--- src/rtl/video_console_pkg.sv ---
// Shared types and constants for the text-console writer and its display-memory port.
package video_console_pkg;

  localparam int ADDR_W = 12;
  localparam int DATA_W = 16;

  typedef logic [ADDR_W-1:0] disp_addr_t;
  typedef logic [DATA_W-1:0] disp_data_t;

  // Control codes recognised by the console
  localparam logic [7:0] CHAR_CR    = 8'h0D;
  localparam logic [7:0] CHAR_LF    = 8'h0A;
  localparam logic [7:0] CHAR_BS    = 8'h08;
  localparam logic [7:0] CHAR_FF    = 8'h0C;
  localparam logic [7:0] CLEAR_CHAR = 8'h20;

  typedef enum logic [1:0] {
    ST_CLR_ALL  = 2'd0,
    ST_CLR_LINE = 2'd1,
    ST_IDLE     = 2'd2
  } console_state_t;

  // One display cell: attribute in the upper byte, character in the lower byte
  function automatic disp_data_t pack_cell(input logic [7:0] attr, input logic [7:0] ch);
    return {attr, ch};
  endfunction

endpackage

--- src/rtl/video_console.sv ---
// Text-console writer: turns a byte stream into display-memory writes,
// tracking a cursor and performing full-screen and single-line clears.
module video_console
  import video_console_pkg::*;
#(
  parameter int         COLS     = 40,
  parameter int         ROWS     = 16,
  parameter logic [7:0] CLR_ATTR = 8'h0F
) (
  input  logic                     clk,
  input  logic                     reset,
  input  logic                     char_valid_i,
  input  logic [7:0]               char_data_i,
  input  logic [7:0]               char_attr_i,
  output logic                     char_ready_o,
  input  disp_addr_t               line_len_i,
  output logic                     wr_en_o,
  output disp_addr_t               wr_addr_o,
  output disp_data_t               wr_data_o,
  output logic [$clog2(COLS)-1:0]  cursor_x_o,
  output logic [$clog2(ROWS)-1:0]  cursor_y_o,
  output logic                     busy_o
);

  localparam int XW = $clog2(COLS);
  localparam int YW = $clog2(ROWS);

  localparam logic [XW-1:0] LAST_X = XW'(COLS - 1);
  localparam logic [YW-1:0] LAST_Y = YW'(ROWS - 1);

  // The cursor pair doubles as the sweep counter during clears: a clear always
  // finishes with x back at 0, and a full clear finishes with y back at 0.
  console_state_t r_state;
  logic [XW-1:0]  r_cur_x;
  logic [YW-1:0]  r_cur_y;
  disp_addr_t     r_row_base;
  logic           r_ready;
  logic           r_wr_en;
  disp_addr_t     r_wr_addr;
  disp_data_t     r_wr_data;

  logic           w_last_x;
  logic           w_last_y;
  logic [YW-1:0]  w_next_y;
  disp_addr_t     w_next_base;
  disp_addr_t     w_cell_addr;
  logic           w_accept;
  disp_data_t     w_clear_cell;

  // Cursor/row-advance arithmetic shared by clears, newline and wrap
  always_comb begin
    w_last_x     = (r_cur_x == LAST_X);
    w_last_y     = (r_cur_y == LAST_Y);
    w_next_y     = w_last_y ? '0 : r_cur_y + YW'(1);
    w_next_base  = w_last_y ? '0 : r_row_base + line_len_i;
    w_cell_addr  = r_row_base + disp_addr_t'(r_cur_x);
    w_accept     = char_valid_i & r_ready;
    w_clear_cell = pack_cell(CLR_ATTR, CLEAR_CHAR);
  end

  // Console FSM, cursor tracking and registered write port
  always_ff @(posedge clk) begin
    // NOTE: reset is sampled on the clock edge like any other input, so a
    // reset arriving mid-clear simply restarts the sweep from address 0.
    if (reset) begin
      r_state    <= ST_CLR_ALL;
      r_cur_x    <= '0;
      r_cur_y    <= '0;
      r_row_base <= '0;
      r_ready    <= 1'b0;
      r_wr_en    <= 1'b0;
      r_wr_addr  <= '0;
      r_wr_data  <= '0;
    end else begin
      // NOTE: all state here uses non-blocking assignment so every register
      // sees the pre-edge values of the others, whatever the statement order.
      r_wr_en <= 1'b0;

      case (r_state)
        ST_CLR_ALL: begin
          r_wr_en   <= 1'b1;
          r_wr_addr <= w_cell_addr;
          r_wr_data <= w_clear_cell;
          if (w_last_x) begin
            r_cur_x <= '0;
            if (w_last_y) begin
              r_cur_y    <= '0;
              r_row_base <= '0;
              r_state    <= ST_IDLE;
              r_ready    <= 1'b1;
            end else begin
              r_cur_y    <= r_cur_y + YW'(1);
              r_row_base <= r_row_base + line_len_i;
            end
          end else begin
            r_cur_x <= r_cur_x + XW'(1);
          end
        end

        ST_CLR_LINE: begin
          r_wr_en   <= 1'b1;
          r_wr_addr <= w_cell_addr;
          r_wr_data <= w_clear_cell;
          if (w_last_x) begin
            r_cur_x <= '0;
            r_state <= ST_IDLE;
            r_ready <= 1'b1;
          end else begin
            r_cur_x <= r_cur_x + XW'(1);
          end
        end

        ST_IDLE: begin
          if (w_accept) begin
            case (char_data_i)
              CHAR_CR: begin
                r_cur_x <= '0;
              end
              CHAR_LF: begin
                r_cur_x    <= '0;
                r_cur_y    <= w_next_y;
                r_row_base <= w_next_base;
                r_state    <= ST_CLR_LINE;
                r_ready    <= 1'b0;
              end
              CHAR_BS: begin
                if (r_cur_x != '0) begin
                  r_cur_x <= r_cur_x - XW'(1);
                end
              end
              CHAR_FF: begin
                r_cur_x    <= '0;
                r_cur_y    <= '0;
                r_row_base <= '0;
                r_state    <= ST_CLR_ALL;
                r_ready    <= 1'b0;
              end
              default: begin
                r_wr_en   <= 1'b1;
                r_wr_addr <= w_cell_addr;
                r_wr_data <= pack_cell(char_attr_i, char_data_i);
                if (w_last_x) begin
                  r_cur_x    <= '0;
                  r_cur_y    <= w_next_y;
                  r_row_base <= w_next_base;
                  r_state    <= ST_CLR_LINE;
                  r_ready    <= 1'b0;
                end else begin
                  r_cur_x <= r_cur_x + XW'(1);
                end
              end
            endcase
          end
        end

        default: begin
          r_state    <= ST_CLR_ALL;
          r_cur_x    <= '0;
          r_cur_y    <= '0;
          r_row_base <= '0;
          r_ready    <= 1'b0;
        end
      endcase
    end
  end

  assign char_ready_o = r_ready;
  assign busy_o       = ~r_ready;
  assign wr_en_o      = r_wr_en;
  assign wr_addr_o    = r_wr_addr;
  assign wr_data_o    = r_wr_data;
  assign cursor_x_o   = r_cur_x;
  assign cursor_y_o   = r_cur_y;

endmodule
--- config.mk ---
export PLATFORM = sky130hd
export DESIGN_NAME = video_console
export DESIGN_NICKNAME = d
export VERILOG_FILES = /design/src/rtl/video_console_pkg.sv /design/src/rtl/video_console.sv
export SDC_FILE = /design/constraint.sdc
export NUM_CORES = 1
export LEC_CHECK = 0
export BUFFER_PORTS_ARGS = -buffer_cell sky130_fd_sc_hd__buf_2
export CORE_MARGIN = 1
export CORE_UTILIZATION = 40
export DETAILED_ROUTE_END_ITERATION = 6
export GPL_TIMING_DRIVEN = 0
export PLACE_DENSITY = 0.73
export SLEW_MARGIN = 20
export SYNTH_ARGS = -nofsm -noshare
export SYNTH_HDL_FRONTEND = slang
export SYNTH_SLANG_ARGS = --single-unit
--- constraint.sdc ---
create_clock -name clk -period 2.3 [get_ports clk]
set_input_delay 0.345 -clock clk [delete_from_list [all_inputs] [get_ports clk]]
set_output_delay 0.345 -clock clk [all_outputs]
set_load 0.02 [all_outputs]
== Word level (Yosys, flattened, before mapping) ==
Index checks and enable logic that the tools add are counted.
Widths: inputs -> output; s select.

* Add/sub/neg operators: 5
* Equality and inequality tests: 17
* Multiplexer cells: 38
* Bitwise logic cells: 3
* Reduce and logical (&&, ||, !) cells: 13

{| class="wikitable"
|+ Operators by type and width
! operator !! count
|-
| $pmux 12 s3 || 2
|-
| $mux 12 || 5
|-
| $eq 8x4->1 const B || 4
|-
| $mux 16 || 2
|-
| $pmux 16 s2 || 1
|-
| $pmux 12 s2 || 1
|-
| $pmux 4 s3 || 2
|-
| $pmux 6 s2 || 2
|-
| $mux 6 || 3
|-
| $add 12x12->12 || 1
|-
| $add 12x6->12 || 1
|-
| $mux 4 || 3
|-
| $ne 2x2->1 const B || 6
|-
| $pmux 2 s3 || 2
|-
| $reduce_and 6->1 || 2
|-
| $mux 2 || 5
|-
| $mux 1 || 7
|-
| $add 6x1->6 const B || 1
|-
| $eq 6x6->1 const B || 1
|-
| $ne 3x3->1 const B || 2
|-
| $reduce_and 3->1 || 2
|-
| $reduce_bool 6->1 || 1
|-
| $reduce_or 2->1 || 3
|-
| $sub 6x1->6 const B || 1
|-
| other kinds (14) || 16
|}

* Bits in registers: 54
* Input bits: 31
* Output and inout bits: 41
* Word-level logic and storage cells: 84

== Longest topological paths before layout ==
Gate-level depths: netlist of the first run.

* Depth in word-level cells: 6
* Mapped depth: 9

== Worst setup path before layout of the first run ==
Ideal clock, no wire load.

* Path type: reg2reg
* Start: reg r_cur_x[1], in the netlist cursor_x_o[1]
* End: reg r_wr_addr[11], in the netlist wr_addr_o[11]
* Library setup time: 86 ps
* Arrival: 2241 ps
* Required time: 2214 ps
* Path slack: -27 ps
* Stages on the path, launching flop included: 8
* Cells stage by stage: dfxtp_1 > ha_1 > a21o_1 > a21o_1 > a2111oi_0 > nor3_1 > xnor2_1 > a211oi_1

* Longest elaborated chain between the ends: 4

{| class="wikitable"
|+ RTL lines
! what !! line !! source
|-
| from (decl) || video_console.sv:34 || <nowiki>logic [XW-1:0] r_cur_x;</nowiki>
|-
| from (signal assigned) || video_console.sv:96 || <nowiki>r_cur_x <= r_cur_x + XW'(1);</nowiki>
|-
| from (signal assigned) || video_console.sv:109 || <nowiki>r_cur_x <= r_cur_x + XW'(1);</nowiki>
|-
| from (signal assigned) || video_console.sv:128 || <nowiki>r_cur_x <= r_cur_x - XW'(1);</nowiki>
|-
| $add 12x6->12 * || video_console.sv:56 || <nowiki>w_cell_addr = r_row_base + disp_addr_t'(r_cur_x);</nowiki>
|-
| $mux 12 || video_console.sv:115 || <nowiki>case (char_data_i)</nowiki>
|-
| $mux 12 || video_console.sv:114 || <nowiki>if (w_accept) begin</nowiki>
|-
| $pmux 12 s2 * || video_console.sv:79 || <nowiki>case (r_state)</nowiki>
|-
| to (signal assigned) || video_console.sv:82 || <nowiki>r_wr_addr <= w_cell_addr;</nowiki>
|-
| to (signal assigned) || video_console.sv:102 || <nowiki>r_wr_addr <= w_cell_addr;</nowiki>
|-
| to (signal assigned) || video_console.sv:140 || <nowiki>r_wr_addr <= w_cell_addr;</nowiki>
|-
| to (decl) || video_console.sv:39 || <nowiki>disp_addr_t r_wr_addr;</nowiki>
|}

Every way passes the cells marked *; elsewhere a longest branch is shown, timed or not. The select of a mux whose other input is x is not followed.
A chain may end at the register's enable or synchronous reset.

== Worst setup path in the final report of the first run ==
* Start: reg r_row_base[1]
* End: reg r_row_base[11]

* Longest elaborated chain between the ends: 6

{| class="wikitable"
|+ RTL lines
! what !! line !! source
|-
| from (decl) || video_console.sv:36 || <nowiki>disp_addr_t r_row_base;</nowiki>
|-
| from (signal assigned) || video_console.sv:93 || <nowiki>r_row_base <= r_row_base + line_len_i;</nowiki>
|-
| from (signal assigned) || video_console.sv:122 || <nowiki>r_row_base <= w_next_base;</nowiki>
|-
| from (signal assigned) || video_console.sv:145 || <nowiki>r_row_base <= w_next_base;</nowiki>
|-
| $add 12x12->12 * || video_console.sv:55, video_console.sv:93 ||
|-
| $mux 12 * || video_console.sv:55, video_console.sv:86 ||
|-
| $mux 12 || video_console.sv:142 || <nowiki>if (w_last_x) begin</nowiki>
|-
| $pmux 12 s3 || video_console.sv:115 ||
|-
| $mux 12 || video_console.sv:114 ||
|-
| $pmux 12 s3 * || video_console.sv:79 ||
|}

Marks and branches as above.

==> flow_metrics.env, run 1 <==
export IMPL_rsz0062_at_grt="yes"
export IMPL_cts_path_max_buffers=2
export IMPL_synthesis_nets=462
export IMPL_finalSetupViolCount=0
export IMPL_grt_antenna_before_repair=0
export IMPL_hold_path_class="primary input to register"
export IMPL_yosysMostFrequentCell="nor2_1"
export IMPL_crit_fanout=5
export IMPL_slew_violations=0
export IMPL_routedWlPerCell_um=15.2
export IMPL_switching_share_pct=27.8
export IMPL_nets=540
export IMPL_place_hpwl_um=6710
export IMPL_grt_pass1_wl_um=14500
export IMPL_slowest_delay_ns=0.51
export IMPL_worstPathCellList="ha_1 -> a211o_1 -> a21oi_4 -> a211oi_2 -> o21a_1 -> or4b_1 -> o311ai_1"
export IMPL_drv_cap=0
export IMPL_drive_gt1_share_pct=25.3
export IMPL_synthFlopType="dfxtp_1"
export IMPL_rows=32
export IMPL_postLayoutCoreUtil_pct=51.2
export IMPL_antenna_cells=0
export IMPL_syn_to_final_growth_pct=21.2
export IMPL_yosys_warnings=0
export IMPL_place_congestion=0.892
export IMPL_clockPowerShare_pct=32.1
export IMPL_path_clk_slew_ns=0.10
export IMPL_post_route_period_util_pct=96.0
export IMPL_relSlewSlack_pct=60.2
export IMPL_ir_worst_vdd_v=0.000271
export IMPL_power_mw=1.73
export IMPL_cts_sinks=54
export IMPL_mappedNetlistArea_um2=3330
export IMPL_postCtsHoldBufs=0
export IMPL_cts_buffers=5
export IMPL_netlist_area_leader_share_pct=32.4
export IMPL_num_vias=3297
export IMPL_fin_skew_ns=0.00590
export IMPL_die_x_um=93.3
export IMPL_coreArea_um2=7890
export IMPL_post_place_ws_ns=-0.263
export IMPL_pin_count=72
export IMPL_htreeDepth=2
export IMPL_netlist_top_cells_count="nor2_1, dfxtp_1, nand2_1"
export IMPL_critPathArrivalTime_ns=2.43
export IMPL_hold_viol=0
export IMPL_initial_utilization_pct=42.3
export IMPL_clock_latency_ns=0.31
export IMPL_async_flop_share_pct=0
export IMPL_drtIter0Drc=261
export IMPL_p_switching_uw=482
export IMPL_period_needed_ns=2.21
export IMPL_status="finished, final reports clean"
export IMPL_tightest_slew_ns=0.597
export IMPL_synthCells=408
export IMPL_yosysTopAreaCell="dfxtp_1"
export IMPL_die_height_um=93.3
export IMPL_critPathSlowestCell="or4b_1"
export IMPL_grt_start_max_net_pins=19
export IMPL_routed_wirelength_um=8970
export IMPL_p_per_area_nw_per_um2=429
export IMPL_first_global_vias=3082
export IMPL_drcViolationCount=0
export IMPL_root_buffer="clkbuf_8"
export IMPL_synth_seq_cells=54
export IMPL_setup_ws_ns=0.0929
export IMPL_criticalPathCategory="register to register"
export IMPL_syn_mean_instance_area_um2=8.17
export IMPL_grtUsageTotal_pct=21.1
export IMPL_comb_power_share_pct=12.3
export IMPL_worstSetupEndpointType="register"
export IMPL_drtPass1Iterations=5
export IMPL_seq_power_share_pct=55.6
export IMPL_synth_edf_count=0
export IMPL_cp_required_ns=2.52
export IMPL_cts_tree="built"
export IMPL_synthTopCellsByArea="dfxtp_1, ha_1, nor2_1"
export IMPL_ant_nets=0
export IMPL_seq_area_frac_synth_pct=32.4
export IMPL_p_leak_nw=1.67
export IMPL_overflow=0
export IMPL_ys_types=64
export IMPL_io_buffer_count=70
export IMPL_hold_slack_ns=0.269
export IMPL_startpoint_type="register"
export IMPL_fp_dieArea_um2=8700
export IMPL_via_per_inst=5.60
export IMPL_p_int_mw=1.25
export IMPL_fmax_mhz=453
[kinds of logic after synthesis]
family | count (synthesis) | synth area share (%)
simple gates | 151 | 21.8
compound gates | 123 | 25.9
flops | 54 | 32.4
buf+inv | 37 | 5.41
fa+ha+maj | 23 | 9.08
xor+xnor | 18 | 4.73
mux | 2 | 0.601
[through the flow]
stage / std cells / TNS (ns) / cell area [um^2]
floorplan: 408 / 0 / 3330
global placement: 580 / -1.23 / 3810
detailed placement: 580 / -1.37 / 3810
CTS: 588 / 0 / 3950
global route: 589 / -0.0315 / 4040
finish: 589 / 0 / 4040
[sequential cells by signal (all words and copies together) (netlist names)]
name	count
cursor_y_o	4
r_state	2
wr_data_o	16
cursor_x_o	6
r_row_base	12
wr_en_o	1
char_ready_o	1
wr_addr_o	12
[final timing paths]
check                               startpoint        endpoint  slack (ns)  depth (start not counted)
worst max-delay path             r_row_base[1]  r_row_base[11]        0.09                          7
worst min-delay path            char_attr_i[4]   wr_data_o[12]        0.27                          3
worst max register to register   r_row_base[1]  r_row_base[11]        0.09                          7
worst min register to register    wr_addr_o[3]    wr_addr_o[3]        0.46                          2
[final cells by class]
class / instances / area, um^2
plain buffers: 21 / 120
clock buffers: 5 / 68.8
clock inverters: 3 / 23.8
fillers: 766 / 3850
inverters: 16 / 60.1
multi-input cells: 317 / 2190
flip-flops and latches: 54 / 1090
well taps: 102 / 128
repair buffers: 71 / 358
[cell usage in the layout, fill, tap and decap left out, types with 10 or more instances in the layout]
| cell | n |
|---|---|
| ha_1 | 19 |
| nand2_1 | 31 |
| a21oi_1 | 29 |
| nand3_1 | 11 |
| dfxtp_1 | 48 |
| a22oi_1 | 20 |
| nor2_1 | 56 |
| a211oi_1 | 11 |
| xnor2_1 | 11 |
| inv_1 | 16 |
| o21ai_0 | 10 |
| nor3_1 | 16 |
| buf_2 | 75 |
[layer usage]
layer | global-route usage, % | up-vias | routed length [um]
met1 | 27.2 | 1510 | 4000
li1 | - | 1647 | -
met4 | 7.56 | 0 | 146
met3 | 3.66 | 9 | 631
met2 | 35.0 | 131 | 4190
met5 | 0 | - | 0
[repair_timing]
action | CTS | global route
gates resized for setup | 12 | 18
pin swaps | 1 | 8
endpoints found under the setup margin | 16 | 18
buffers inserted | 0 | 1
[critical path, delay by kind of cell (launching register included)]
family                     cells  cell delay, ns
and+or+nand+nor                1            0.51
adders and majority gates      1            0.30
AOI/OAI and AO/OA              5            0.94
DFF                            1            0.37
[power by group through the flow]
stage / clock network (mW) / logic, mW / registers, mW
after detailed placement: 0 / 0.205 / 0.985
final: 0.555 / 0.214 / 0.963
after global routing: 0.607 / 0.236 / 0.965
after floorplan: 0 / 0.110 / 1.00
after global placement: 0 / 0.202 / 0.985
after CTS: 0.565 / 0.208 / 0.964
Note: power is estimated with default switching activity, not from simulation.
==> run 2, diff against run 1 <==
- PLACE_DENSITY: 0.73 -> 0.71
- clock period: 2.3 -> 2.55 ns (I/O delays scaled with it)
==> run 2 against run 1 <==
  * Register-to-register slack gained 0.07 ns
  * First-iteration DRC count increased by 14%
  * Critical endpoint unchanged
  * Worst setup slack improved by 0.065 ns
  * Sequential power is 9.7% lower
  * Clock skew is essentially flat
  * Routed wire length down 3.0%
  * Fmax fell by 7.7%
  * Non-clock buffer count is 1 lower
  * Critical path type unchanged
  * Global-route usage fell by 0.47 points
  * Count of clock-buffer cells in the layout unchanged
  * Flip-flop and latch count unchanged
  * Clock power shrank 7.4%
==> flow_metrics.env, run 2 (same netlist as run 1, synthesis figures left out) <==
export IMPL_status="finished, final reports clean"
export IMPL_root_buffer="clkbuf_8"
export IMPL_rows=32
export IMPL_rr_startpoint="r_row_base[6]"
export IMPL_syn_to_final_growth_pct=18.2
export IMPL_drtPass1Iterations=4
export IMPL_postLayoutCoreUtil_pct=49.9
export IMPL_fin_skew_ns=0.00619
export IMPL_tightest_slew_ns=0.560
export IMPL_routed_wirelength_um=8700
export IMPL_final_cells=588
export IMPL_fp_dieArea_um2=8700
export IMPL_drive_gt1_share_pct=22.0
export IMPL_routedWlPerCell_um=14.8
export IMPL_critPathArrivalTime_ns=2.62
export IMPL_htreeDepth=2
export IMPL_grt_start_max_net_pins=20
export IMPL_post_route_period_util_pct=93.8
export IMPL_hold_viol=0
export IMPL_io_buffer_count=70
export IMPL_hold_slack_ns=0.306
export IMPL_cp_required_ns=2.78
export IMPL_worstSetupEndpointType="register"
export IMPL_slew_violations=0
export IMPL_cts_tree="built"
export IMPL_grt_antenna_before_repair=0
export IMPL_ir_worst_vdd_v=0.000228
export IMPL_finalSetupViolCount=0
export IMPL_drcViolationCount=0
export IMPL_first_global_vias=2919
export IMPL_num_vias=3235
export IMPL_grt_pass1_wl_um=14200
export IMPL_p_per_area_nw_per_um2=399
export IMPL_drv_cap=0
export IMPL_postCtsHoldBufs=0
export IMPL_antenna_cells=0
export IMPL_drtIter0Drc=297
export IMPL_via_per_inst=5.50
export IMPL_relSlewSlack_pct=62.6
export IMPL_cts_buffers=5
export IMPL_hold_path_class="primary input to register"
export IMPL_place_hpwl_um=6670
export IMPL_min_path_cells=3
export IMPL_period_needed_ns=2.39
export IMPL_overflow=0
export IMPL_r2r_end="r_row_base[11]"
export IMPL_coreArea_um2=7890
export IMPL_clock_latency_ns=0.32
export IMPL_fmax_mhz=418
export IMPL_cts_sinks=54
export IMPL_cts_path_max_buffers=2
export IMPL_final_common_cell="buf_2"
export IMPL_reg2reg_setup_slack_ns=0.16
export IMPL_finalSetupTns_ns=0
export IMPL_path_clk_slew_ns=0.11
export IMPL_die_height_um=93.3
export IMPL_rsz0062_at_grt="no"
export IMPL_largest_register_ffs=16
export IMPL_crit_path_start="r_row_base[6]"
export IMPL_pin_count=72
export IMPL_initial_utilization_pct=42.3
export IMPL_crit_end="r_row_base[11]"
export IMPL_place_congestion=0.866
export IMPL_crit_fanout=7
export IMPL_power_mw=1.57
export IMPL_criticalPathCategory="register to register"
export IMPL_startpoint_type="register"
export IMPL_final_cell_mix="buf_2, nor2_1, dfxtp_1"
export IMPL_p_leak_nw=1.67
export IMPL_nets=539
export IMPL_grtUsageTotal_pct=20.6
export IMPL_die_x_um=93.3
export IMPL_ant_nets=0
export IMPL_r2r_cells=7
export IMPL_dp_cells=580
==> run 2: cell types whose count changed in the layout (fill, tap and decap cells not counted), sizes merged <==
cell | previous run | this run
clkinvlp | 2 | 0
buf | 83 | 82
clkinv | 0 | 1
inv | 17 | 18
==> run 2: how the worst min path moves through the flow <==
stage                         from       endpoint
floorplan            r_row_base[8]  r_row_base[8]
global route        char_attr_i[7]  wr_data_o[15]
global placement      wr_addr_o[6]   wr_addr_o[6]
detailed placement    wr_addr_o[5]   wr_addr_o[5]
finish              char_attr_i[6]  wr_data_o[14]
CTS                 char_attr_i[6]  wr_data_o[14]
==> run 2: timing repair <==
item / CTS / global route
hold endpoints to repair: 0 / 0
gates resized for setup: 1 / 7
setup endpoints to repair: 1 / 15
setup buffers: 0 / 0
==> run 2: area by class of cell <==
class                      instances  area, um^2
inverter                          16        60.1
tap                              102         128
sequential                        54        1080
fill                             788        3950
clock inverter                     3        26.3
buffer                            21         120
timing repair buffer              70         350
clock buffer                       5        68.8
multi-input combinational        317        2100
==> run 2: worst max-delay path: stages (launching register included) <==
cell	delay, ns
dfxtp_1	0.49
ha_1	0.36
o211a_1	0.16
a211oi_1	0.36
a211oi_1	0.12
o21a_1	0.22
or4b_1	0.52
o311ai_1	0.09
==> run 2: per-stage QoR <==
| step | setup WS, ns | instance area, um^2 |
|---|---|---|
| 6_report | 0.158 | 3940 |
| 5_1_grt | 0.0200 | 3940 |
| 4_1_cts | 0.111 | 3910 |
| 3_5_place_dp | -0.00613 | 3810 |
| 3_3_place_gp | -0.00334 | 3810 |
| 2_1_floorplan | 0.223 | 3330 |
==> run 2: where the power goes <==
group,internal (mW),leakage (nW),total [mW],switching [mW]
clock network,0.203,0.0491,0.514,0.311
registers,0.857,0.438,0.870,0.0128
logic,0.0738,1.18,0.189,0.115
total,1.13,1.67,1.57,0.439
==> run 2: metal layers <==
metal	part of all wire [%]	vias up	track usage [%]	routed length, um
li1	-	1647	-	-
met5	0	-	0	0
met4	1.9	0	6.41	166
met3	5.1	13	3.09	440
met1	49	1480	28.4	4230
met2	44	95	33.0	3860
